<file path="config.mk">
export PLATFORM = sky130hd
export DESIGN_NAME = rx_frame_parser
export DESIGN_NICKNAME = d
export VERILOG_FILES = /design/src/rtl/hl2_proto_pkg.sv /design/src/rtl/rx_frame_parser.sv
export SDC_FILE = /design/constraint.sdc
export NUM_CORES = 1
export LEC_CHECK = 0
export BUFFER_PORTS_ARGS = -buffer_cell sky130_fd_sc_hd__buf_2
export CAP_MARGIN = 5
export CORE_MARGIN = 10
export CORE_UTILIZATION = 45
export CTS_BUF_LIST = sky130_fd_sc_hd__clkbuf_16
export CTS_CLUSTER_DIAMETER = 200
export DETAILED_ROUTE_END_ITERATION = 10
export PLACE_DENSITY = 0.72
export SYNTH_ARGS = -nofsm -noshare
export SYNTH_HDL_FRONTEND = slang
export SYNTH_SLANG_ARGS = --single-unit
</file>
<file path="constraint.sdc">
create_clock -name clock -period 6.6 [get_ports clock]
set_clock_uncertainty 0.05 [all_clocks]
set_input_delay 0.33 -clock clock [delete_from_list [all_inputs] [get_ports clock]]
set_output_delay 0.33 -clock clock [all_outputs]
set_load 0.1 [all_outputs]
</file>
<file path="src/rtl/hl2_proto_pkg.sv">
// Shared constants and parser state encoding for the HL2 receive-frame protocol.
package hl2_proto_pkg;

  localparam logic [7:0]  SYNC_BYTE   = 8'h7F;
  localparam int unsigned CC_BYTES    = 5;
  localparam int unsigned SLOT_BYTES  = 8;
  localparam int unsigned FRAME_BYTES = 512;

  typedef enum logic [2:0] {
    StHunt0,
    StHunt1,
    StHunt2,
    StCc,
    StSlots
  } parser_state_e;

endpackage

</file>
<file path="src/rtl/rx_frame_parser.sv">
// Byte-serial parser for 512-byte frames: three sync bytes, five C&C bytes, then
// fixed 8-byte slots carrying an audio word (bytes 0..3) and a TX IQ word (bytes 4..7).
module rx_frame_parser
  import hl2_proto_pkg::*;
#(
  parameter int unsigned SLOTS_PER_FRAME = 63
) (
  input  logic        clock,
  input  logic        rst,
  input  logic        run,
  input  logic        rx_enable,
  input  logic [7:0]  rx_data,
  output logic        cmd_valid,
  output logic [6:0]  cmd_addr,
  output logic        cmd_mox,
  output logic [31:0] cmd_data,
  output logic        iq_valid,
  output logic [31:0] iq_data,
  output logic        audio_valid,
  output logic [31:0] audio_data,
  output logic        in_sync,
  output logic [7:0]  sync_err_count
);

  localparam logic [2:0] CcLast    = 3'(CC_BYTES - 1);
  localparam logic [2:0] SlotLast  = 3'(SLOT_BYTES - 1);
  localparam logic [2:0] AudioLast = 3'(SLOT_BYTES / 2 - 1);
  localparam logic [5:0] LastSlot  = 6'(SLOTS_PER_FRAME - 1);

  parser_state_e state_q;
  logic [2:0]    idx_q;
  logic [5:0]    slot_q;
  logic [31:0]   sr_q;
  logic          in_sync_q;
  logic [7:0]    err_q;

  logic          cmd_valid_q, iq_valid_q, audio_valid_q;
  logic [6:0]    cmd_addr_q;
  logic          cmd_mox_q;
  logic [31:0]   cmd_data_q, iq_data_q, audio_data_q;

  logic          adv;
  logic          cmd_evt, audio_evt, iq_evt;
  logic [31:0]   word;
  logic [7:0]    err_inc;
  logic          is_sync;

  // Decode byte-consuming cycles and the word completed by the current byte.
  always_comb begin
    adv       = run & rx_enable;
    is_sync   = (rx_data == SYNC_BYTE);
    // Shift register holds the three previous bytes, so any word ends with rx_data.
    word      = {sr_q[23:0], rx_data};
    cmd_evt   = adv && (state_q == StCc) && (idx_q == CcLast);
    audio_evt = adv && (state_q == StSlots) && (idx_q == AudioLast);
    iq_evt    = adv && (state_q == StSlots) && (idx_q == SlotLast);
    err_inc   = (err_q == 8'hFF) ? err_q : err_q + 8'd1;
  end

  // Frame FSM: sync hunt, C&C capture and slot walking; run low aborts to hunting.
  always_ff @(posedge clock or posedge rst) begin
    if (rst) begin
      state_q   <= StHunt0;
      idx_q     <= '0;
      slot_q    <= '0;
      sr_q      <= '0;
      in_sync_q <= 1'b0;
      err_q     <= '0;
    end else if (!run) begin
      state_q   <= StHunt0;
      idx_q     <= '0;
      slot_q    <= '0;
      in_sync_q <= 1'b0;
    end else if (rx_enable) begin
      unique case (state_q)
        StHunt0: begin
          // Idle hunting: non-sync bytes are expected here and not counted.
          if (is_sync) state_q <= StHunt1;
        end
        StHunt1: begin
          if (is_sync) begin
            state_q <= StHunt2;
          end else begin
            state_q <= StHunt0;
            err_q   <= err_inc;
          end
        end
        StHunt2: begin
          if (is_sync) begin
            state_q   <= StCc;
            idx_q     <= '0;
            in_sync_q <= 1'b1;
          end else begin
            state_q <= StHunt0;
            err_q   <= err_inc;
          end
        end
        StCc: begin
          sr_q <= word;
          if (idx_q == CcLast) begin
            state_q <= StSlots;
            idx_q   <= '0;
            slot_q  <= '0;
          end else begin
            idx_q <= idx_q + 3'd1;
          end
        end
        StSlots: begin
          sr_q <= word;
          if (idx_q == SlotLast) begin
            idx_q <= '0;
            if (slot_q == LastSlot) begin
              state_q   <= StHunt0;
              slot_q    <= '0;
              in_sync_q <= 1'b0;
            end else begin
              slot_q <= slot_q + 6'd1;
            end
          end else begin
            idx_q <= idx_q + 3'd1;
          end
        end
        default: state_q <= StHunt0;
      endcase
    end
  end

  // Output registers: one-cycle valid pulses, data words held until the next update.
  always_ff @(posedge clock or posedge rst) begin
    if (rst) begin
      cmd_valid_q   <= 1'b0;
      iq_valid_q    <= 1'b0;
      audio_valid_q <= 1'b0;
      cmd_addr_q    <= '0;
      cmd_mox_q     <= 1'b0;
      cmd_data_q    <= '0;
      iq_data_q     <= '0;
      audio_data_q  <= '0;
    end else begin
      cmd_valid_q   <= cmd_evt;
      iq_valid_q    <= iq_evt;
      audio_valid_q <= audio_evt;
      if (cmd_evt) begin
        cmd_addr_q <= sr_q[31:25];
        cmd_mox_q  <= sr_q[24];
        cmd_data_q <= word;
      end
      if (audio_evt) audio_data_q <= word;
      if (iq_evt)    iq_data_q    <= word;
    end
  end

  assign cmd_valid      = cmd_valid_q;
  assign cmd_addr       = cmd_addr_q;
  assign cmd_mox        = cmd_mox_q;
  assign cmd_data       = cmd_data_q;
  assign iq_valid       = iq_valid_q;
  assign iq_data        = iq_data_q;
  assign audio_valid    = audio_valid_q;
  assign audio_data     = audio_data_q;
  assign in_sync        = in_sync_q;
  assign sync_err_count = err_q;

endmodule

</file>
==> results of run 1 <==
## stage by stage
step / power (mW) / util (%) / std cells / area, µm² / setup slack, ps
after floorplan: 1.05 / - / 431 / 6530 / 1900
after global placement: 1.07 / 51.6 / 719 / 7240 / 4030
after detailed placement: 1.07 / 51.6 / 719 / 7240 / 3980
after CTS: 2.04 / 55.7 / 751 / 7820 / 3990
after global routing: 2.09 / 55.8 / 752 / 7840 / 3900
final: 2.02 / 55.8 / 752 / 7840 / 4010
## final timing paths
check,startpoint,to,depth (start not counted)
min in group clock,rx_data[3],audio_data[3],2
max in group asynchronous,rst,idx_q[1],3
worst max-delay path,state_q[0],sr_q[21],3
worst max register to register,state_q[0],sr_q[21],3
worst min-delay path,rst,sync_err_count[7],2
worst min register to register,sync_err_count[6],sync_err_count[6],1
## registers in the layout, indices dropped and copies added, names as in the netlist
name	cells
audio_data	32
cmd_data	32
iq_data	32
sr_q	32
sync_err_count	8
cmd_addr	7
slot_q	6
idx_q	3
state_q	3
audio_valid	1
cmd_mox	1
cmd_valid	1
in_sync	1
iq_valid	1
## cell usage after synthesis, types with 4 or more instances
cell type	n	area share, %
buf_6	10	1.7
inv_1	11	0.63
o21ai_0	9	0.69
nand3_1	7	0.54
nor2_1	5	0.29
ha_1	7	1.3
mux2_2	125	22
buf_2	7	0.54
nand2_1	10	0.57
dfrtp_1	160	61
xor2_1	8	1.1
a21oi_1	6	0.46
nand3b_1	4	0.46
mux2_4	12	2.8
nor4_1	5	0.48
## placed cells by master, fill, tap and decap left out, drive strengths merged, types with 3 or more instances in the layout
| cell | synthesis | final |
|---|---|---|
| dfrtp | 160 | 160 |
| mux2 | 137 | 137 |
| buf | 18 | 129 |
| clkbuf | 2 | 17 |
| inv | 11 | 13 |
| nand2 | 12 | 12 |
| o21ai | 9 | 9 |
| xor2 | 8 | 8 |
| clkinv | 0 | 8 |
| nand3 | 7 | 7 |
| ha | 7 | 7 |
| a21oi | 7 | 7 |
| nor2 | 6 | 6 |
| nor4 | 5 | 5 |
| nand3b | 4 | 4 |
| nand4 | 3 | 3 |
| or3 | 3 | 3 |
| a21boi | 3 | 3 |
| bufinv | 0 | 3 |
| or3b | 3 | 3 |
## metal layers
layer / routed length [µm] / vias up
li1: - / 1787
met1: 6230 / 2072
met2: 7640 / 87
met3: 759 / 19
met4: 219 / 0
met5: 0 / -
## report_power, final
group / leakage [nW] / switching, mW / internal (mW)
Combinational: 1.85 / 0.0490 / 0.0108
Clock: 0.287 / 0.381 / 0.584
Sequential: 2.23 / 0.00677 / 0.987
## logic make-up after synthesis
logic type / count (synthesis) / synth area share (%)
AND/OR/NAND/NOR: 57 / 5.54
buffers and inverters: 31 / 3.28
AO/OA/AOI/OAI: 29 / 2.87
flip-flops: 160 / 61.3
multiplexers: 139 / 24.6
XOR/XNOR: 8 / 1.07
adder cells (fa/ha/maj): 7 / 1.34
## area by class of cell
| type | instances | area, µm² |
|---|---|---|
| multi-input combinational | 240 | 2320 |
| timing repair buffer | 129 | 663 |
| sequential | 160 | 4000 |
| clock inverter | 15 | 153 |
| clock buffer | 17 | 425 |
| fill | 1135 | 6200 |
| inverter | 11 | 46.3 |
| tap | 180 | 225 |
==> reports/qor.csv, run 1 <==
metric;value;unit
CP Launch Type;flip-flop;
CTS tree;built;
Horiz. Die Dim;140;µm
max_slew headroom;27.0;%
Post-Syn Area;6530;µm²
Req. time, crit path;6860;ps
routed wire length;14.9;mm
Slowest-stage cell, CP;a21oi_4;
Routability Congestion;0.819;
layer with the highest usage;met2;
Max-Cap Viols;0;
Buf/Inv on CP;0;
core area;14000;µm²
#FFs+latches synth;160;
final setup vio count;0;
Worst Path Arrival;2850;ps
Min Hold Slack;12.7;ps
critical-path maximum fanout;33;
post_cts resized;0;
vias in the first global route;4357;
antenna violations before repair;0;
Num CTS Buffers;17;
Initial Utilization;46.5;%
Synthesized Nets;450;
RSZ-0062 raised after global routing;false;
first-pass GRT wire length;24.1;mm
starting DRC count in detailed routing;186;
CP cell instances;or3b_1 -> a21oi_4 -> mux2_2;
wire per inst;19.7;µm
Netlist cell types;43;
fin. max-slew vios;0;
PwrDens;258;nW/µm²
clk buf depth;2;
Hold Fails Final Rpt;0;
I/O pin count;128;
Worst VDD drop;0.167;mV
CTS root buf;clkbuf_16;
TritonRoute pass-1 iters;4;
synth warn;0;
fmax;387;MHz
worst min path class;primary input to async pin;
Post-Syn Instances;431;
total die area;19700;µm²
Rows;43;
Area Growth Syn to Fin;20.0;%
Lkg Pwr;4.37;nW
setup TNS;0;ps
kind of cell adding the most delay to the critical path;compound AO/OA/AOI/OAI gates;
grt met3 use;5.27;%
M2 GR Usage;25.4;%
number of synthesized flops with an enable pin;0;
fin crit share;39.2;%
fin nets;578;
status;finished, final reports clean;
# hold bufs at CTS;0;
die height;140;µm
WS Path Type;flip-flop to flip-flop;
share of layout cells above drive strength 1;52.8;%
Routed Antenna Nets;0;
Worst Setup End Kind;flip-flop;
Avg Cell Area, Syn;15.2;µm²
actual slew at the worst max-slew pin;1090;ps
Post-CTS Setup Inserts;0;
largest net degree at the start of global routing;93;
DRC Markers;0;
sequential share of the synthesized area;61.3;%
Port-buffer cells;127;
DP HPWL;10.2;mm
Synth async-reset ratio;100;%
DR vias/cell;5.27;
htree depth;4;
routed via count;3965;
grt ovf;0;
Main synth FF type;dfrtp_1;
worst skew pair latency;430;ps
Final min period;2590;ps
M1 GR Usage;17.6;%
reg-to-reg setup timing slack;4010;ps
CTS Sinks;160;
CTS clk-pin slew, worst paths;60;ps
n_diodes;0;
Worst path max stage delay;920;ps
gr usage total;15.3;%
No activity file was read; power rests on OpenSTA's default activity.
==> inputs of run 2 (changes only) <==
Clock period 6.6 ns to 2.6 ns, I/O delays scaled along.
==> run 2 against run 1 <==
Compared with the run above: maximum frequency increased by 19%; via count increased by 0.35%; critical path type unchanged; total power increased to 2.6 times the previous value; largest power group is now clock; cell area increased by 2.7%; first-iteration DRC count increased by 5.4%; critical path depth increased by 1; sequential power increased to 2.5 times the previous value; non-clock buffer count increased by 13; combinational power increased to 2.9 times the previous value; sequential cell count unchanged; routed wire length increased by 0.34%; clock-buffer cell count unchanged.
==> reports/qor.csv, run 2 (synthesis gave the netlist of run 1 again) <==
metric;value;unit
status;finished, final reports clean;
Sequential Power Share;47.2;%
Post-CTS Setup Inserts;0;
vias in the first global route;4420;
setup TNS;0;ps
PwrDens;664;nW/µm²
placed cells;723;
Max-Cap Viols;0;
post_cts resized;0;
reg-to-reg setup timing slack;430;ps
starting DRC count in detailed routing;196;
die height;140;µm
I/O pin count;128;
fillcell total;1092;
Setup crit end;audio_data[6];
CTS clk-pin slew, worst paths;60;ps
# hold bufs at CTS;10;
r2r worst-path depth;4;
DRC Markers;0;
fin crit share;83.5;%
Num CTS Buffers;17;
Lkg Pwr;4.44;nW
routed wire length;14.9;mm
most frequent cells in the layout;dfrtp_1 (160), buf_2 (127), mux2_2 (125), clkbuf_16 (17), mux2_4 (12);
critical-path maximum fanout;33;
Worst Setup End Kind;flip-flop;
register area;4000;µm²
Min Hold Slack;26.2;ps
core area;14000;µm²
htree depth;4;
final non-filler cell total;765;
share of layout cells above drive strength 1;52.8;%
actual slew at the worst max-slew pin;784;ps
Initial Utilization;46.5;%
Final min period;2170;ps
fin. max-slew vios;0;
fmax;461;MHz
Area Growth Syn to Fin;23.3;%
Routability Congestion;0.851;
Horiz. Die Dim;140;µm
CTS root buf;clkbuf_16;
fin nets;591;
RSZ-0062 raised after global routing;false;
n_diodes;0;
clk buf depth;2;
TritonRoute pass-1 iters;4;
Port-buffer cells;127;
Clk pwr share;49.6;%
area of the multi-input gates;2320;µm²
largest net degree at the start of global routing;72;
Combinational Power Share;3.2;%
Rows;43;
Int Power;4.16;mW
CP Launch Type;flip-flop;
WS Path Type;flip-flop to flip-flop;
most common cell after layout, fill and taps aside;dfrtp_1;
Hold Fails Final Rpt;0;
first-pass GRT wire length;24.3;mm
final setup vio count;0;
CTS Sinks;160;
total die area;19700;µm²
Worst Path Arrival;2430;ps
antenna violations before repair;0;
critical register-to-register path endpoint;audio_data[6];
CTS tree;built;
DR vias/cell;5.20;
grt ovf;0;
gr usage total;15.4;%
Worst VDD drop;0.396;mV
Routed Antenna Nets;0;
sw frac;22.1;%
NetSw;1.18;mW
reg2reg start;state_q[2];
worst skew pair latency;430;ps
DP HPWL;10.2;mm
Req. time, crit path;2860;ps
routed via count;3979;
wire per inst;19.5;µm
worst min path class;primary input to flip-flop;
max_slew headroom;47.7;%
Crit. Startpoint;state_q[2];
[run 2: metal layers]
metal / wire length, µm / vias up / track usage [%]
li1: - / 1822 / -
met1: 6340 / 2030 / 18.2
met2: 7450 / 100 / 25.1
met3: 703 / 27 / 5.07
met4: 405 / 0 / 6.68
met5: 0 / - / 0
[run 2: power groups by stage]
stage | combinational (mW) | clock, mW | sequential [mW]
floorplan | 0.0644 | 0 | 2.61
global placement | 0.158 | 0 | 2.57
detailed placement | 0.163 | 0 | 2.57
CTS | 0.175 | 2.71 | 2.52
global route | 0.187 | 2.82 | 2.52
finish | 0.171 | 2.65 | 2.52
[run 2: worst min-delay path by stage]
stage	from	endpoint	depth (start not counted)
6_report	rx_enable	state_q[0]	3
5_1_grt	rx_enable	state_q[0]	3
4_1_cts	rx_enable	state_q[0]	3
3_5_place_dp	rst	cmd_data[1]	2
3_3_place_gp	rst	cmd_data[1]	2
2_1_floorplan	rx_data[0]	audio_data[0]	1
[run 2: cell type report]
class	count	area share (%)
well taps	180	2.80
multi-input cells	240	28.8
clock inverters	15	2.56
flip-flops and latches	160	49.7
inverters	11	0.559
repair buffers	142	10.2
clock buffers	17	5.28
[run 2: worst max-delay path, stage by stage (launching register included)]
cell	delay, ps
dfrtp_1	500
or3b_1	580
nor2_8	190
nand2_4	320
mux2_4	410
[run 2: through the flow]
step / util, % / setup slack (ps) / cell area (µm²) / power (mW)
4_1_cts: 57.3 / 432 / 8050 / 5.40
5_1_grt: 57.3 / 323 / 8050 / 5.53
2_1_floorplan: - / 391 / 6540 / 2.67
3_5_place_dp: 52.1 / 450 / 7320 / 2.73
6_report: 57.3 / 430 / 8050 / 5.34
3_3_place_gp: 52.1 / 529 / 7320 / 2.73
==> inputs of run 3 (changes only) <==
Clock period 2.6 ns to 2.1 ns, I/O delays scaled along.
==> run 3 against run 2 <==
Compared with the run above: maximum frequency is 7.0% higher; critical endpoint is now iq_data[0]; routed wire length is 1.8% lower; clock power is 9.1% higher.
==> reports/qor.csv, run 3 (synthesis gave the netlist of run 1 again) <==
metric;value;unit
RSZ-0062 raised after global routing;true;
Max-Cap Viols;0;
Hold Fails Final Rpt;0;
share of layout cells above drive strength 1;52.7;%
r2r worst-path depth;4;
critical-path maximum fanout;33;
total die area;19700;µm²
Final Core Density;57.5;%
n_diodes;0;
routed wire length;14.6;mm
Total Power;6.24;mW
clk buf depth;2;
most common cell after layout, fill and taps aside;dfrtp_1;
WS Path Type;flip-flop to flip-flop;
CP Launch Type;flip-flop;
fin crit share;96.6;%
DP HPWL;10.4;mm
Initial Utilization;46.5;%
htree depth;4;
routed via count;4035;
first-pass GRT wire length;24.0;mm
max_slew headroom;49.3;%
Area Growth Syn to Fin;23.5;%
wire per inst;19.0;µm
Req. time, crit path;2350;ps
setup TNS;0;ps
Worst Path Arrival;2280;ps
Lkg Pwr;4.47;nW
CTS clk-pin slew, worst paths;60;ps
CTS root buf;clkbuf_16;
PwrDens;773;nW/µm²
antenna violations before repair;0;
reg2reg start;state_q[0];
Num CTS Buffers;17;
Routed Antenna Nets;0;
Routability Congestion;0.845;
fin nets;601;
Rows;43;
Horiz. Die Dim;140;µm
fillcell total;1127;
worst min path class;primary input to async pin;
DR vias/cell;5.23;
CTS tree;built;
DRC Markers;0;
Min Hold Slack;311;ps
fmax;493;MHz
most frequent cells in the layout;dfrtp_1 (160), buf_2 (127), mux2_2 (125), clkbuf_16 (17);
worst skew pair latency;420;ps
Final min period;2030;ps
final setup vio count;0;
Post-CTS Setup Inserts;0;
reg-to-reg setup timing slack;70;ps
I/O pin count;128;
Placed Area;7410;µm²
TritonRoute pass-1 iters;4;
Port-buffer cells;127;
core area;14000;µm²
final instance area;8070;µm²
starting DRC count in detailed routing;217;
Worst Setup End Kind;flip-flop;
critical register-to-register path endpoint;iq_data[0];
vias in the first global route;4374;
Worst VDD drop;0.540;mV
actual slew at the worst max-slew pin;758;ps
fin. max-slew vios;0;
CTS Sinks;160;
die height;140;µm
grt ovf;0;
largest net degree at the start of global routing;41;
gr usage total;15.2;%
status;finished, final reports clean;
==> run 3: cell types whose count changed in the layout (fill, tap and decap cells not counted), moves of 2 or more <==
cell       before  now
buf_12          4    6
clkinv_4        3    1
bufinv_16       4    2
inv_1          10   12
buf_4           1    8
==> run 3: final cells by class <==
cell class,count,area [µm²],share of cell area [%]
Sequential cell,160,4000,49.6
Multi-Input combinational cell,240,2320,28.8
Timing Repair Buffer,152,926,11.5
Clock buffer,17,425,5.27
Tap cell,180,225,2.79
Clock inverter,12,121,1.50
Inverter,11,45.0,0.558
==> run 3: report_power, final <==
group	switching [mW]	leakage (nW)	internal (mW)	total [mW]
clock	1.17	0.269	1.72	2.89
sequential	0.0221	2.23	3.10	3.12
combinational	0.160	1.98	0.0610	0.221
==> run 3: timing repair <==
action,4_1_cts,5_1_grt
endpoints found under the hold margin,65,0
hold buffers,11,0
endpoints found under the setup margin,0,1
resized for setup,0,0
==> run 3: worst max-delay path, stage by stage (launching register included) <==
cell and delay (ps):
dfrtp_1 370, or3b_1 570, nor2_8 190, nand2_4 280
mux2_4 400
==> run 3: per-layer routing <==
metal	global-route usage, %	vias to the layer above	part of all wire [%]
met5	0	-	0
met1	18.2	2080	42
li1	-	1835	-
met4	4.67	0	1.3
met2	25.1	107	51
met3	5.58	13	6.3
==> run 3: metrics by stage <==
| stage | setup WS, ps | std cells |
|---|---|---|
| 4_1_cts | 57.0 | 772 |
| 2_1_floorplan | -87.8 | 431 |
| 5_1_grt | -1.56 | 772 |
| 3_3_place_gp | 140 | 732 |
| 3_5_place_dp | 105 | 732 |
| 6_report | 71.4 | 772 |
==> run 3: how the worst max path moves through the flow <==
| stage | depth (start not counted) | endpoint | from |
|---|---|---|---|
| detailed placement | 4 | iq_data[0] | state_q[0] |
| finish | 4 | iq_data[0] | state_q[0] |
| floorplan | 5 | sync_err_count[1] | sync_err_count[0] |
| global placement | 4 | iq_data[17] | state_q[0] |
| CTS | 4 | iq_data[0] | state_q[0] |
| global route | 4 | iq_data[0] | state_q[0] |
